==> src/rtl/fetch_unit.sv <==
// fetch_unit: instruction fetch and program-counter stage for the multi-cycle core.
// Holds the architectural PC, fetches one instruction at a time over a valid/ready
// request and valid-only response interface, presents it to decode, then waits for
// the retire pulse and computes the next PC from the control-transfer select.
//
// Ports:
//   clock, reset_n                 core clock, async active-low reset
//   imem_req_valid/ready/addr      fetch request (addr always equals pc)
//   imem_rsp_valid/data            fetch response
//   inst_valid/ready, inst,inst_pc instruction handed to decode
//   retire_valid, next_pc_select   retire pulse and next-PC select
//   branch_target, jalr_target     redirect targets from execute
//   fetch_exception, exception_pc  misaligned-target pulse and offending target
//   retired_count                  count of accepted retire pulses
module fetch_unit #(
  parameter logic [31:0] RESET_PC    = 32'h0040_0000,
  parameter logic [31:0] TRAP_VECTOR = 32'h0000_0100
) (
  input  logic        clock,
  input  logic        reset_n,
  output logic        imem_req_valid,
  input  logic        imem_req_ready,
  output logic [31:0] imem_req_addr,
  input  logic        imem_rsp_valid,
  input  logic [31:0] imem_rsp_data,
  output logic        inst_valid,
  input  logic        inst_ready,
  output logic [31:0] inst,
  output logic [31:0] inst_pc,
  input  logic        retire_valid,
  input  logic [1:0]  next_pc_select,
  input  logic [31:0] branch_target,
  input  logic [31:0] jalr_target,
  output logic        fetch_exception,
  output logic [31:0] exception_pc,
  output logic [63:0] retired_count
);

  localparam logic [31:0] Nop = 32'h0000_0013;

  typedef enum logic [1:0] {StReq, StWait, StIssue, StExec} state_e;

  state_e      state_q, state_d;
  logic [31:0] pc_q, pc_d;
  logic [31:0] inst_q, inst_d;
  logic [31:0] inst_pc_q, inst_pc_d;
  logic        exc_q, exc_d;
  logic [31:0] exception_pc_q, exception_pc_d;
  logic [63:0] count_q, count_d;
  logic [31:0] cand_pc;

  // Candidate next PC, before the alignment check.
  always_comb begin
    unique case (next_pc_select)
      2'b00:   cand_pc = pc_q + 32'd4;
      2'b01:   cand_pc = branch_target;
      2'b10:   cand_pc = jalr_target & 32'hFFFF_FFFE;
      default: cand_pc = TRAP_VECTOR;
    endcase
  end

  always_comb begin
    state_d        = state_q;
    pc_d           = pc_q;
    inst_d         = inst_q;
    inst_pc_d      = inst_pc_q;
    exc_d          = 1'b0;
    exception_pc_d = exception_pc_q;
    count_d        = count_q;
    unique case (state_q)
      StReq: begin
        if (imem_req_ready) state_d = StWait;
      end
      StWait: begin
        if (imem_rsp_valid) begin
          inst_d    = imem_rsp_data;
          inst_pc_d = pc_q;
          state_d   = StIssue;
        end
      end
      StIssue: begin
        if (inst_ready) state_d = StExec;
      end
      StExec: begin
        if (retire_valid) begin
          count_d = count_q + 64'd1;
          state_d = StReq;
          // Only bit 1 decides misalignment; bit 0 of a branch target is ignored.
          if (cand_pc[1]) begin
            pc_d           = TRAP_VECTOR;
            exc_d          = 1'b1;
            exception_pc_d = cand_pc;
          end else begin
            pc_d = cand_pc;
          end
        end
      end
      default: state_d = StReq;
    endcase
  end

  always_ff @(posedge clock or negedge reset_n) begin
    if (!reset_n) begin
      state_q        <= StReq;
      pc_q           <= RESET_PC;
      inst_q         <= Nop;
      inst_pc_q      <= RESET_PC;
      exc_q          <= 1'b0;
      exception_pc_q <= 32'h0;
      count_q        <= 64'h0;
    end else begin
      state_q        <= state_d;
      pc_q           <= pc_d;
      inst_q         <= inst_d;
      inst_pc_q      <= inst_pc_d;
      exc_q          <= exc_d;
      exception_pc_q <= exception_pc_d;
      count_q        <= count_d;
    end
  end

  // Handshake valids depend on state only, never on same-cycle ready.
  assign imem_req_valid  = (state_q == StReq);
  assign inst_valid      = (state_q == StIssue);
  assign imem_req_addr   = pc_q;
  assign inst            = inst_q;
  assign inst_pc         = inst_pc_q;
  assign fetch_exception = exc_q;
  assign exception_pc    = exception_pc_q;
  assign retired_count   = count_q;

endmodule

==> config.mk <==
export PLATFORM = sky130hd
export DESIGN_NAME = fetch_unit
export DESIGN_NICKNAME = d
export VERILOG_FILES = /design/src/rtl/fetch_unit.sv
export SDC_FILE = /design/constraint.sdc
export NUM_CORES = 1
export LEC_CHECK = 0
export CAP_MARGIN = 10
export CORE_ASPECT_RATIO = 1.25
export CORE_MARGIN = 2
export CORE_UTILIZATION = 53
export DETAILED_ROUTE_END_ITERATION = 10
export DONT_BUFFER_PORTS = 1
export PLACE_DENSITY = 0.68
export SYNTH_ARGS = -nofsm -noshare
export SYNTH_HDL_FRONTEND = slang
export SYNTH_SLANG_ARGS = --single-unit
==> constraint.sdc <==
create_clock -name clock -period 2.7 [get_ports clock]
set_input_delay 0.54 -clock clock [delete_from_list [all_inputs] [get_ports clock]]
set_output_delay 0.54 -clock clock [all_outputs]
set_load 0.1 [all_outputs]
# After elaboration in Yosys (flattened, before gate mapping)
# Index checks and enable logic that the tools add are counted.
# op_classes
add_sub_neg	2
eq_ne	9
mux	10
reduce_logical	6
# ops
cell	count
$pmux W32 S3	1
$add A64 B1 Y64 const B	1
$add A32 B3 Y32 const B	1
$mux W32	1
$mux W2	4
$pmux W2 S4	1
$eq A2 B2 Y1 const B	3
$eq A2 B1 Y1 const B	2
$logic_not A2 Y1	2
$ne A2 B1 Y1 const B	2
$ne A2 B2 Y1 const B	2
$reduce_and A2 Y1	2
$reduce_and A4 Y1	1
$mux W1	3
$reduce_and A3 Y1	1
# word_totals
ff_bits	195
in_bits	104
output_inout_bits	195

# Logic depth before layout (Yosys ltp)
# Gate-level depths: netlist of the first run.
# logic_depth
word_depth	5
mapped_depth	8
mapped_depth_nobuf	7

# Worst setup path after synthesis of the first run
# No wires, ideal clock.
# synth_path
kind	reg-to-reg
start	reg pc_q[7] (netlist: imem_req_addr[7])
end	reg pc_q[29] (netlist: imem_req_addr[29])
setup_ns	0.122
t_arrival_ns	2.558
t_required_ns	2.578
setup_slack_ns	0.020
path_stages_with_launch	7
path_cell_list	dfrtp_1 -> buf_2 -> nand4_4 -> nor4_4 -> nand2_1 -> or3_1 -> a32o_1
# synth_via
elab_chain_cells	3
# synth_lines
item	line_no	source
start, declared	44	logic [31:0] pc_q, pc_d;
start signal, assigned	113	pc_q <= pc_d;
$add A32 B3 Y32	55	2'b00: cand_pc = pc_q + 32'd4;
$pmux W32 S3	54	unique case (next_pc_select)
$mux W32	89	if (cand_pc[1]) begin
# No other way between the ends.
# A chain may end at the register's enable or synchronous reset.

# Worst setup path after layout of the first run
# layout_path
start	reg pc_q[2] (netlist: imem_req_addr[2])
end	reg pc_q[30] (netlist: imem_req_addr[30])
# The elaborated chain is that of the path after synthesis.

==> flow_metrics.py, run 1 <==
metrics = {
    "status": {
        "status": "finished with violations",
        "failed_checks": "negative hold slack",
    },
    "hold_path": {
        "hold_class": "in2async",
    },
    "clocking": {
        "cts_setup_buffers": 0,
        "cts_root_buf": "clkbuf_16",
        "post_cts_resized": 0,
        "cts_made_buffers": 17,
        "clockBufferDepth": 2,
        "cts_tree": "yes",
        "clk_pin_slew_ps": 70,
        "ctsHtreeMaxLevel": 4,
        "clk_latency_ps": 440,
        "clkSinkCount": 193,
    },
    "yosys": {
        "synthDistinctLibCells": 54,
        "synthSimpleGateAreaFrac_pct": 15.5,
        "ys.warnings.count": 0,
        "ys_ff_latch": 193,
        "ys_async_sr_fraction_pct": 100,
        "synth-xor-area-share_pct": 7.46,
        "synth_compound_area_share_pct": 10.2,
        "yosys.area_share.adder_pct": 0.853,
        "synthFlopType": "dfrtp_1",
        "synth-edff-count": 0,
        "ys_seq_area_share_pct": 54.9,
        "synth_cells": 805,
        "synth_top_family_by_area": "simple AND/OR/NAND/NOR gates",
        "syn_area_um2": 8800,
        "synth_area_per_cell_um2": 10.9,
        "synthMuxAreaShare_pct": 8.24,
    },
    "floorplanning": {
        "start_util_pct": 54.3,
        "core_area_um2": 16200,
        "die_w_um": 119,
        "fp.dieH_um": 148,
        "rows": 52,
        "ioPinCount": 299,
        "dieArea_um2": 17700,
    },
    "drt": {
        "drt-total-wl_um": 23400,
        "ant_nets": 0,
        "num_vias": 6703,
        "drc": 0,
        "drt_first_pass_iters": 7,
        "vias_per_cell": 5.96,
        "drt-wirelength-per-cell_um": 20.8,
        "drtIter0Drc": 407,
    },
    "finish": {
        "drive_above_1_share_pct": 24.8,
        "fin_util_pct": 64.1,
        "fillers": 1277,
        "diodes": 0,
        "register_area_um2": 4840,
        "multi_input_area_um2": 3750,
        "nets": 1006,
        "area_growth_syn_to_layout_pct": 18.0,
    },
    "global_routing": {
        "grt-ovfl-total": 0,
        "grt_pass1_vias": 7113,
        "grtUsageTotal_pct": 27.1,
        "grt_pass1_wl_um": 37200,
        "antenna_found_initial": 0,
        "grt_start_max_net_pins": 194,
    },
    "timing": {
        "rsz0062_at_grt": "no",
        "max_freq_mhz": 441,
        "maxSlewViolCount": 0,
        "slew_headroom_pct": 34.2,
        "hold_viol": 192,
        "min_period_ps": 2270,
        "fin_crit_sh_pct": 84.0,
        "worstMarginPinSlew_ps": 987,
        "skew_ps": 9.49,
        "holdWs_ps": -208,
        "setup_viol": 0,
        "fin_tns_setup_ps": 0,
    },
    "worst_setup_path": {
        "crit_path_top_delay_cell": "dfrtp_1",
        "crit_path_max_incr_delay_ps": 460,
        "end_kind": "register",
        "worstPathCellList": "ha_1 > nand4_1 > nor3_1 > nand3_1 > o211ai_1 > o311ai_0",
        "crit_required_ps": 2980,
        "start_kind": "register",
        "critPathBufInv": 0,
        "crit_fanout": 6,
        "cp.arrival_ps": 2550,
        "cp_top_family": "simple AND/OR/NAND/NOR gates",
        "critical_path_class": "reg2reg",
    },
    "run": {
        "cap_violations": 0,
    },
    "placement": {
        "numPortBuffers": 0,
        "dpl.hpwl_um": 17100,
        "gp_congestion": 0.843,
    },
}
-- area by class of cell --
cell class | count | area share [%]
Sequential cell | 193 | 46.5
Multi-Input combinational cell | 554 | 36.1
Inverter | 21 | 0.759
Tap cell | 216 | 2.60
Clock inverter | 12 | 1.66
Timing Repair Buffer | 109 | 7.88
Clock buffer | 20 | 4.49
-- cells by family (layout without fill, tap and decap cells) --
group           Yosys count  in the layout
fa+ha+maj                 6              6
xor+xnor                 75             75
buf+inv                  59            162
simple gates            270            270
flops                   193            193
mux                      65             65
other cells               1              2
compound gates          136            136
-- metrics by stage --
step	setup slack, ps	cells	cell area [um2]	hold WS (ps)
after floorplan	20.0	806	8810	244
after global placement	550	1093	9750	249
after detailed placement	435	1093	9750	248
after CTS	441	1125	10400	-218
after global routing	251	1125	10400	-231
final	432	1125	10400	-208
-- synthesized netlist by cell type, drive strengths merged (2+ instances only) --
cell | count | share of area [%]
and4 | 5 | 0.50
and2 | 5 | 0.37
a31oi | 3 | 0.21
o22ai | 2 | 0.14
a32o | 2 | 0.23
nor4 | 14 | 1.5
clkbuf | 25 | 1.1
mux2i | 5 | 0.57
a22oi | 15 | 1.3
or2 | 6 | 0.43
buf | 13 | 0.70
o31a | 3 | 0.30
inv | 21 | 0.90
o41ai | 3 | 0.30
mux2 | 60 | 7.7
o21ai | 52 | 3.0
o21a | 3 | 0.26
a21oi | 15 | 0.85
nor2b | 4 | 0.28
o211ai | 5 | 0.43
xor2 | 33 | 3.3
o31ai | 6 | 0.51
xnor2 | 42 | 4.2
nand2 | 99 | 4.2
a221o | 2 | 0.23
ha | 6 | 0.85
a222oi | 4 | 0.45
o311ai | 5 | 0.50
nor3 | 20 | 1.1
a22o | 11 | 1.1
or3 | 3 | 0.21
nor2 | 40 | 1.7
dfrtp | 188 | 53
nand3 | 34 | 1.9
and3 | 8 | 0.57
dfstp | 5 | 1.5
nand4 | 29 | 2.4
-- cell usage in the layout, fill, tap and decap left out, types with 3 or more instances in the layout --
master     netlist  layout
dfrtp_1        188     188
buf_4            2     109
nand2_1         99      98
mux2_2          60      60
o21ai_0         52      52
xnor2_1         42      42
nor2_1          40      40
nand3_1         34      34
xor2_1          33      33
nand4_1         26      26
inv_1           21      21
nor3_1          20      20
clkbuf_16        0      17
a22oi_1         15      15
a21oi_1         15      15
a22o_1          11      11
nor4_1           9       9
and3_1           8       8
or2_2            6       6
o31ai_1          6       6
ha_1             6       6
and4_1           5       5
o311ai_0         5       5
mux2i_1          5       5
o211ai_1         5       5
dfstp_2          5       5
and2_1           4       4
a222oi_1         4       4
inv_8            0       4
nor4_2           3       3
or3_1            3       3
o41ai_1          3       3
o31a_1           3       3
a31oi_1          3       3
o21a_1           3       3
bufinv_16        0       3
clkbuf_8         0       3
-- final timing paths --
path / endpoint / cells after the start / slack, ps / startpoint
hold reg to reg: retired_count[24] / 1 / 520 / retired_count[24]
hold / removal: retired_count[54] / 0 / -210 / reset_n
min in group clock: imem_req_addr[0] / 1 / 200 / next_pc_select[1]
max in group asynchronous: imem_req_addr[22] / 0 / 2530 / reset_n
setup reg to reg: imem_req_addr[30] / 6 / 430 / imem_req_addr[2]
setup / recovery: imem_req_addr[30] / 6 / 430 / imem_req_addr[2]
-- flip-flops by register name, summed over array words and instances (netlist names) --
register,flops
exception_pc,32
imem_req_addr,31
fetch_exception,1
state_q,2
inst,32
inst_pc,31
retired_count,64
-- worst register-to-register path, delay by kind of cell (launching register included) --
kind,cells,cell delay [ps]
AOI/OAI and AO/OA,2,470
DFF,1,460
and+or+nand+nor,3,900
adders and majority gates,1,280
-- routing by layer --
metal | global-route usage, % | part of all wire [%] | routed length, um
met5 | 0 | 0 | 0
met4 | 10.5 | 2.8 | 660
met3 | 10.1 | 9.1 | 2130
met2 | 48.0 | 52 | 12300
met1 | 29.3 | 36 | 8320
Power of run 1 is not shown: default switching activity piles up to over one toggle a cycle in this logic, so the estimate is an artifact.
==> run 2: changes to the inputs <==
- ABC_AREA: default -> 1
- clock period: 2.7 -> 2.2 ns (I/O delays scaled with it)
==> flow_metrics.py, run 2 <==
metrics = {
    "clocking": {
        "ctsHtreeMaxLevel": 4,
        "clkSinkCount": 193,
        "cts_setup_buffers": 0,
        "cts_root_buf": "clkbuf_16",
        "clockBufferDepth": 2,
        "clk_latency_ps": 440,
        "cts_made_buffers": 17,
        "clk_pin_slew_ps": 80,
        "cts_tree": "yes",
    },
    "finish": {
        "final_cells": 1725,
        "nets": 1590,
        "diodes": 0,
        "layout_common_cells": "nand2_1 (488), dfrtp_1 (175), buf_4 (171)",
        "largest_reg_flops": 64,
        "fin_util_pct": 64.8,
        "final_common_cell": "nand2_1",
        "drive_above_1_share_pct": 19.5,
        "area_growth_syn_to_layout_pct": 20.1,
    },
    "global_routing": {
        "grt_pass1_wl_um": 45100,
        "grt_pass1_vias": 8781,
        "grtUsageTotal_pct": 28.6,
        "antenna_found_initial": 0,
        "grt-ovfl-total": 0,
        "grt_start_max_net_pins": 194,
    },
    "worst_setup_path": {
        "crit_required_ps": 2530,
        "critical_path_class": "reg2reg",
        "cp.arrival_ps": 2230,
        "end_kind": "register",
        "start_kind": "register",
        "crit_fanout": 11,
    },
    "timing": {
        "setup_slack_ps": 293,
        "min_period_ps": 1910,
        "slew_headroom_pct": 35.9,
        "holdWs_ps": -309,
        "max_freq_mhz": 524,
        "hold_viol": 191,
        "worstMarginPinSlew_ps": 961,
        "setup_viol": 0,
        "rsz0062_at_grt": "no",
        "fin_tns_setup_ps": 0,
        "skew_ps": 12.4,
        "fin_crit_sh_pct": 86.7,
        "maxSlewViolCount": 0,
    },
    "floorplanning": {
        "core_area_um2": 18800,
        "ioPinCount": 299,
        "dieArea_um2": 20200,
        "rows": 56,
        "die_w_um": 128,
        "fp.dieH_um": 159,
        "start_util_pct": 53.9,
    },
    "status": {
        "failed_checks": "negative hold slack",
        "status": "finished with violations",
    },
    "yosys": {
        "synth_area_per_cell_um2": 7.66,
        "ys_top_cells_by_count": "nand2_1 (489), dfrtp_1 (188), nor2_1 (147)",
        "synth_cells": 1322,
        "ys_async_sr_fraction_pct": 100,
        "synthTopCellsByArea": "dfrtp_1 (46%), nand2_1 (18%), nor2_1 (5.5%)",
        "synthSimpleGateAreaFrac_pct": 32.0,
        "yosys.area_share.adder_pct": 0.742,
        "syn_area_um2": 10100,
        "synth-edff-count": 0,
        "synthFlopType": "dfrtp_1",
        "ys_ff_latch": 193,
        "synth.most_common_cell": "nand2_1",
        "synthMuxAreaShare_pct": 3.56,
        "synth_top_area_cell": "dfrtp_1",
        "ys_seq_area_share_pct": 47.8,
        "synthDistinctLibCells": 36,
        "synth_compound_area_share_pct": 6.53,
        "synth-xor-area-share_pct": 3.20,
        "ys.warnings.count": 0,
        "synth_top_area_share_pct": 46.5,
        "synth_top_family_by_area": "simple AND/OR/NAND/NOR gates",
    },
    "power_and_ir_drop": {
        "pwr-share-clk_pct": 14.7,
        "pwr-share-comb_pct": 48.4,
        "p_sw_share_pct": 60.7,
        "power_w": 0.0208,
        "leakagePower_nw": 5.81,
        "p_per_area_nw_per_um2": 1710,
        "p_int_w": 0.00818,
        "ir_drop_mv": 1.19,
        "power.switching_w": 0.0126,
        "p_seq_share_pct": 36.9,
    },
    "placement": {
        "placed_cells": 1693,
        "dpl.hpwl_um": 21900,
        "dpl_worst_slack_ps": 308,
        "gp_congestion": 0.907,
        "numPortBuffers": 0,
    },
    "hold_path": {
        "hold_class": "in2async",
    },
    "drt": {
        "drt-total-wl_um": 28600,
        "drtIter0Drc": 588,
        "drt_first_pass_iters": 5,
        "num_vias": 9204,
        "drt-wirelength-per-cell_um": 16.6,
        "vias_per_cell": 5.34,
        "ant_nets": 0,
        "drc": 0,
    },
    "run": {
        "cap_violations": 0,
    },
}
## run 2: changes by cell type after synthesis, sizes merged, moves of 14 or more
| cell | delta |
|---|---|
| a22oi | -15 |
| inv | +107 |
| mux2 | -28 |
| nand2 | +394 |
| nand3 | +46 |
| nor2 | +129 |
| nor4 | -14 |
| o21ai | +22 |
| xnor2 | -22 |
| xor2 | -16 |
## run 2: worst paths after layout
check | slack, ps | depth (start not counted) | start | to
worst max-delay path | 290 | 10 | state_q[0] | retired_count[29]
max in group asynchronous | 2160 | 0 | reset_n | inst_pc[22]
worst max register to register | 290 | 10 | state_q[0] | retired_count[29]
worst min-delay path | -310 | 0 | reset_n | inst[17]
min in group clock | 150 | 1 | imem_rsp_data[15] | inst[15]
worst min register to register | 500 | 1 | retired_count[8] | retired_count[8]
## run 2: layer usage
layer / share of wire (%) / global-route usage (%)
met1: 40 / 34.1
met2: 51 / 50.2
met3: 6.2 / 6.22
met4: 3.1 / 11.8
met5: 0 / 0
## run 2: logic make-up (layout without fill, tap and decap cells)
kind of cell | count (synthesis) | in the layout
fa+ha+maj | 6 | 6
other cells | 1 | 2
buf+inv | 161 | 331
xor+xnor | 37 | 37
mux | 32 | 32
flops | 193 | 193
compound gates | 113 | 113
simple gates | 779 | 779
## run 2: final cells by class
type | instances | area, um2
flip-flops and latches | 193 | 4850
fillers | 1657 | 6620
well taps | 232 | 290
clock inverters | 12 | 119
inverters | 128 | 480
multi-input cells | 969 | 4680
repair buffers | 171 | 1280
clock buffers | 20 | 457
## run 2: power groups by stage
| stage | clock (W) | combinational [W] | sequential (W) |
|---|---|---|---|
| 3_3_place_gp | 0 | 0.00997 | 0.00771 |
| 4_1_cts | 0.00310 | 0.0101 | 0.00769 |
| 2_1_floorplan | 0 | 0.00199 | 0.0136 |
| 3_5_place_dp | 0 | 0.0101 | 0.00775 |
| 6_report | 0.00306 | 0.0101 | 0.00770 |
| 5_1_grt | 0.00324 | 0.0105 | 0.00782 |
## run 2: through the flow
step                      hold slack (ps)  cell area [um2]
after floorplan                       144            10100
after global placement                148            11600
after detailed placement              150            11600
after CTS                            -321            12200
after global routing                 -325            12200
final                                -309            12200
## run 2: repair_timing
action	4_1_cts	5_1_grt
hold endpoints to repair	193	193
resized for setup	0	0
setup endpoints to repair	0	0
## run 2: critical path, stage by stage, from the launching register on
cell and delay (ps):
dfrtp_1 380, ha_1 230, nand2_2 110, inv_2 220, nand2_1 130, nor2_2 210, nand4_2 150, nor2_2 170
nand2_1 80, nand2_1 60, nand2_1 40
Power figures use the tool's default switching activity.
==> run 3: changes to the inputs <==
- CORE_ASPECT_RATIO: 1.25 -> default
- SLEW_MARGIN: default -> 20
==> flow_metrics.py, run 3 (synthesis gave the netlist of run 2 again) <==
metrics = {
    "status": {
        "status": "finished with violations",
        "failed_checks": "negative hold slack",
    },
    "timing": {
        "setup_viol": 0,
        "holdWs_ps": -299,
        "hold_viol": 193,
        "min_period_ps": 1910,
        "skew_ps": 18.6,
        "max_freq_mhz": 524,
        "fin_tns_setup_ps": 0,
        "maxSlewViolCount": 0,
        "setup_slack_ps": 290,
        "rsz0062_at_grt": "no",
        "slew_headroom_pct": 38.1,
        "worstMarginPinSlew_ps": 928,
        "fin_crit_sh_pct": 86.8,
    },
    "run": {
        "cap_violations": 0,
    },
    "worst_setup_path": {
        "critical_path_class": "reg2reg",
        "end_kind": "register",
        "start_kind": "register",
        "critPathBufInv": 0,
        "cp_top_family": "simple AND/OR/NAND/NOR gates",
        "crit_path_max_incr_delay_ps": 390,
        "cp.arrival_ps": 2220,
        "r2r_slack_ps": 290,
        "crit_fanout": 5,
        "crit_path_top_delay_cell": "dfrtp_2",
        "worstPathCellList": "ha_1 > nand2_1 > nor2_2 > nand2_1 > nor2_2 > nand2_1 > nand3_1 > nand2_1 > nand2_1 > o21ai_0",
        "crit_required_ps": 2510,
        "cp_common_cell": "nand2_1",
    },
    "drt": {
        "drtIter0Drc": 573,
        "num_vias": 9108,
        "wl_met3_um": 2050,
        "vias_per_cell": 5.27,
        "wl_met1_um": 11500,
        "ant_nets": 0,
        "wl_met2_um": 14000,
        "drt-total-wl_um": 28200,
        "highest_layer": "met4",
        "drc": 0,
        "drt-wirelength-per-cell_um": 16.3,
        "drt_first_pass_iters": 5,
    },
    "floorplanning": {
        "dieArea_um2": 20200,
        "rows": 50,
        "core_area_um2": 18700,
        "die_w_um": 142,
        "fp.dieH_um": 142,
        "ioPinCount": 299,
        "start_util_pct": 54.1,
    },
    "finish": {
        "final_area_um2": 12200,
        "final_cells": 1727,
        "largest_reg_flops": 64,
        "diodes": 0,
        "nets": 1590,
        "area_growth_syn_to_layout_pct": 20.7,
        "final_common_cell": "nand2_1",
        "layout_common_cells": "nand2_1 (488), dfrtp_1 (175), buf_4 (170)",
        "drive_above_1_share_pct": 19.3,
    },
    "power_and_ir_drop": {
        "leakagePower_nw": 5.84,
        "pwr-share-clk_pct": 15.8,
        "p_per_area_nw_per_um2": 1720,
        "power.switching_w": 0.0125,
        "p_seq_share_pct": 36.8,
        "pwr-share-comb_pct": 47.4,
        "p_int_w": 0.00855,
        "ir_drop_mv": 1.27,
        "p_sw_share_pct": 59.4,
    },
    "placement": {
        "dpl.hpwl_um": 21600,
        "gp_congestion": 0.902,
        "place_area_um2": 11600,
        "dpl_worst_slack_ps": 329,
        "placed_cells": 1695,
        "numPortBuffers": 0,
    },
    "global_routing": {
        "grtUsageTotal_pct": 28.0,
        "antenna_found_initial": 0,
        "grt_pass1_vias": 8745,
        "grt_pass1_wl_um": 44100,
        "grt_start_max_net_pins": 194,
        "grt-ovfl-total": 0,
    },
    "clocking": {
        "clockBufferDepth": 2,
        "clk_latency_ps": 440,
        "cts_setup_buffers": 0,
        "clk_pin_slew_ps": 80,
        "cts_made_buffers": 17,
        "ctsHtreeMaxLevel": 4,
        "clkSinkCount": 193,
        "post_cts_resized": 0,
        "cts_tree": "yes",
        "cts_root_buf": "clkbuf_16",
    },
    "hold_path": {
        "hold_class": "in2async",
    },
}
## run 3: cell types whose count changed in the layout (fill, tap and decap cells not counted), sizes merged
cell,change
bufinv,+4
clkbuf,+1
clkinv,-2
clkinvlp,-2
inv,-1
## run 3: path summary, 6_finish.rpt
path	from	endpoint	depth (start not counted)
setup / recovery	imem_req_addr[2]	imem_req_addr[18]	10
hold / removal	reset_n	inst[18]	0
setup reg to reg	imem_req_addr[2]	imem_req_addr[18]	10
hold reg to reg	inst_pc[31]	inst_pc[31]	2
max in group asynchronous	reset_n	imem_req_addr[2]	0
min in group clock	imem_rsp_data[9]	inst[9]	1
## run 3: routing by layer
layer	vias to the layer above	track usage, %
li1	4502	-
met4	0	9.58
met2	314	48.3
met1	4252	34.5
met5	-	0
met3	40	6.59
## run 3: area by class of cell
cell class / instances / area, um2
Tap cell: 234 / 293
Multi-Input combinational cell: 969 / 4680
Sequential cell: 193 / 4850
Clock buffer: 21 / 440
Fill cell: 1628 / 6490
Clock inverter: 11 / 176
Inverter: 128 / 480
Timing Repair Buffer: 171 / 1300
## run 3: through the flow
stage,utilization [%],total power (W)
after floorplan,-,0.0156
after CTS,65.3,0.0211
after global routing,65.3,0.0218
final,65.3,0.0211
after detailed placement,62.0,0.0178
after global placement,62.0,0.0177
## run 3: power groups by stage
stage | clock (W) | combinational (W) | sequential (W)
2_1_floorplan | 0 | 0.00199 | 0.0136
3_3_place_gp | 0 | 0.00990 | 0.00776
3_5_place_dp | 0 | 0.0100 | 0.00780
4_1_cts | 0.00336 | 0.0100 | 0.00774
5_1_grt | 0.00350 | 0.0104 | 0.00787
6_report | 0.00332 | 0.00999 | 0.00774
## run 3: worst reg2reg max path: cells and delay by family (launching register included)
family	cells	cell delay, ps
AOI/OAI and AO/OA	1	70
adders and majority gates	1	170
DFF	1	390
and+or+nand+nor	8	1160
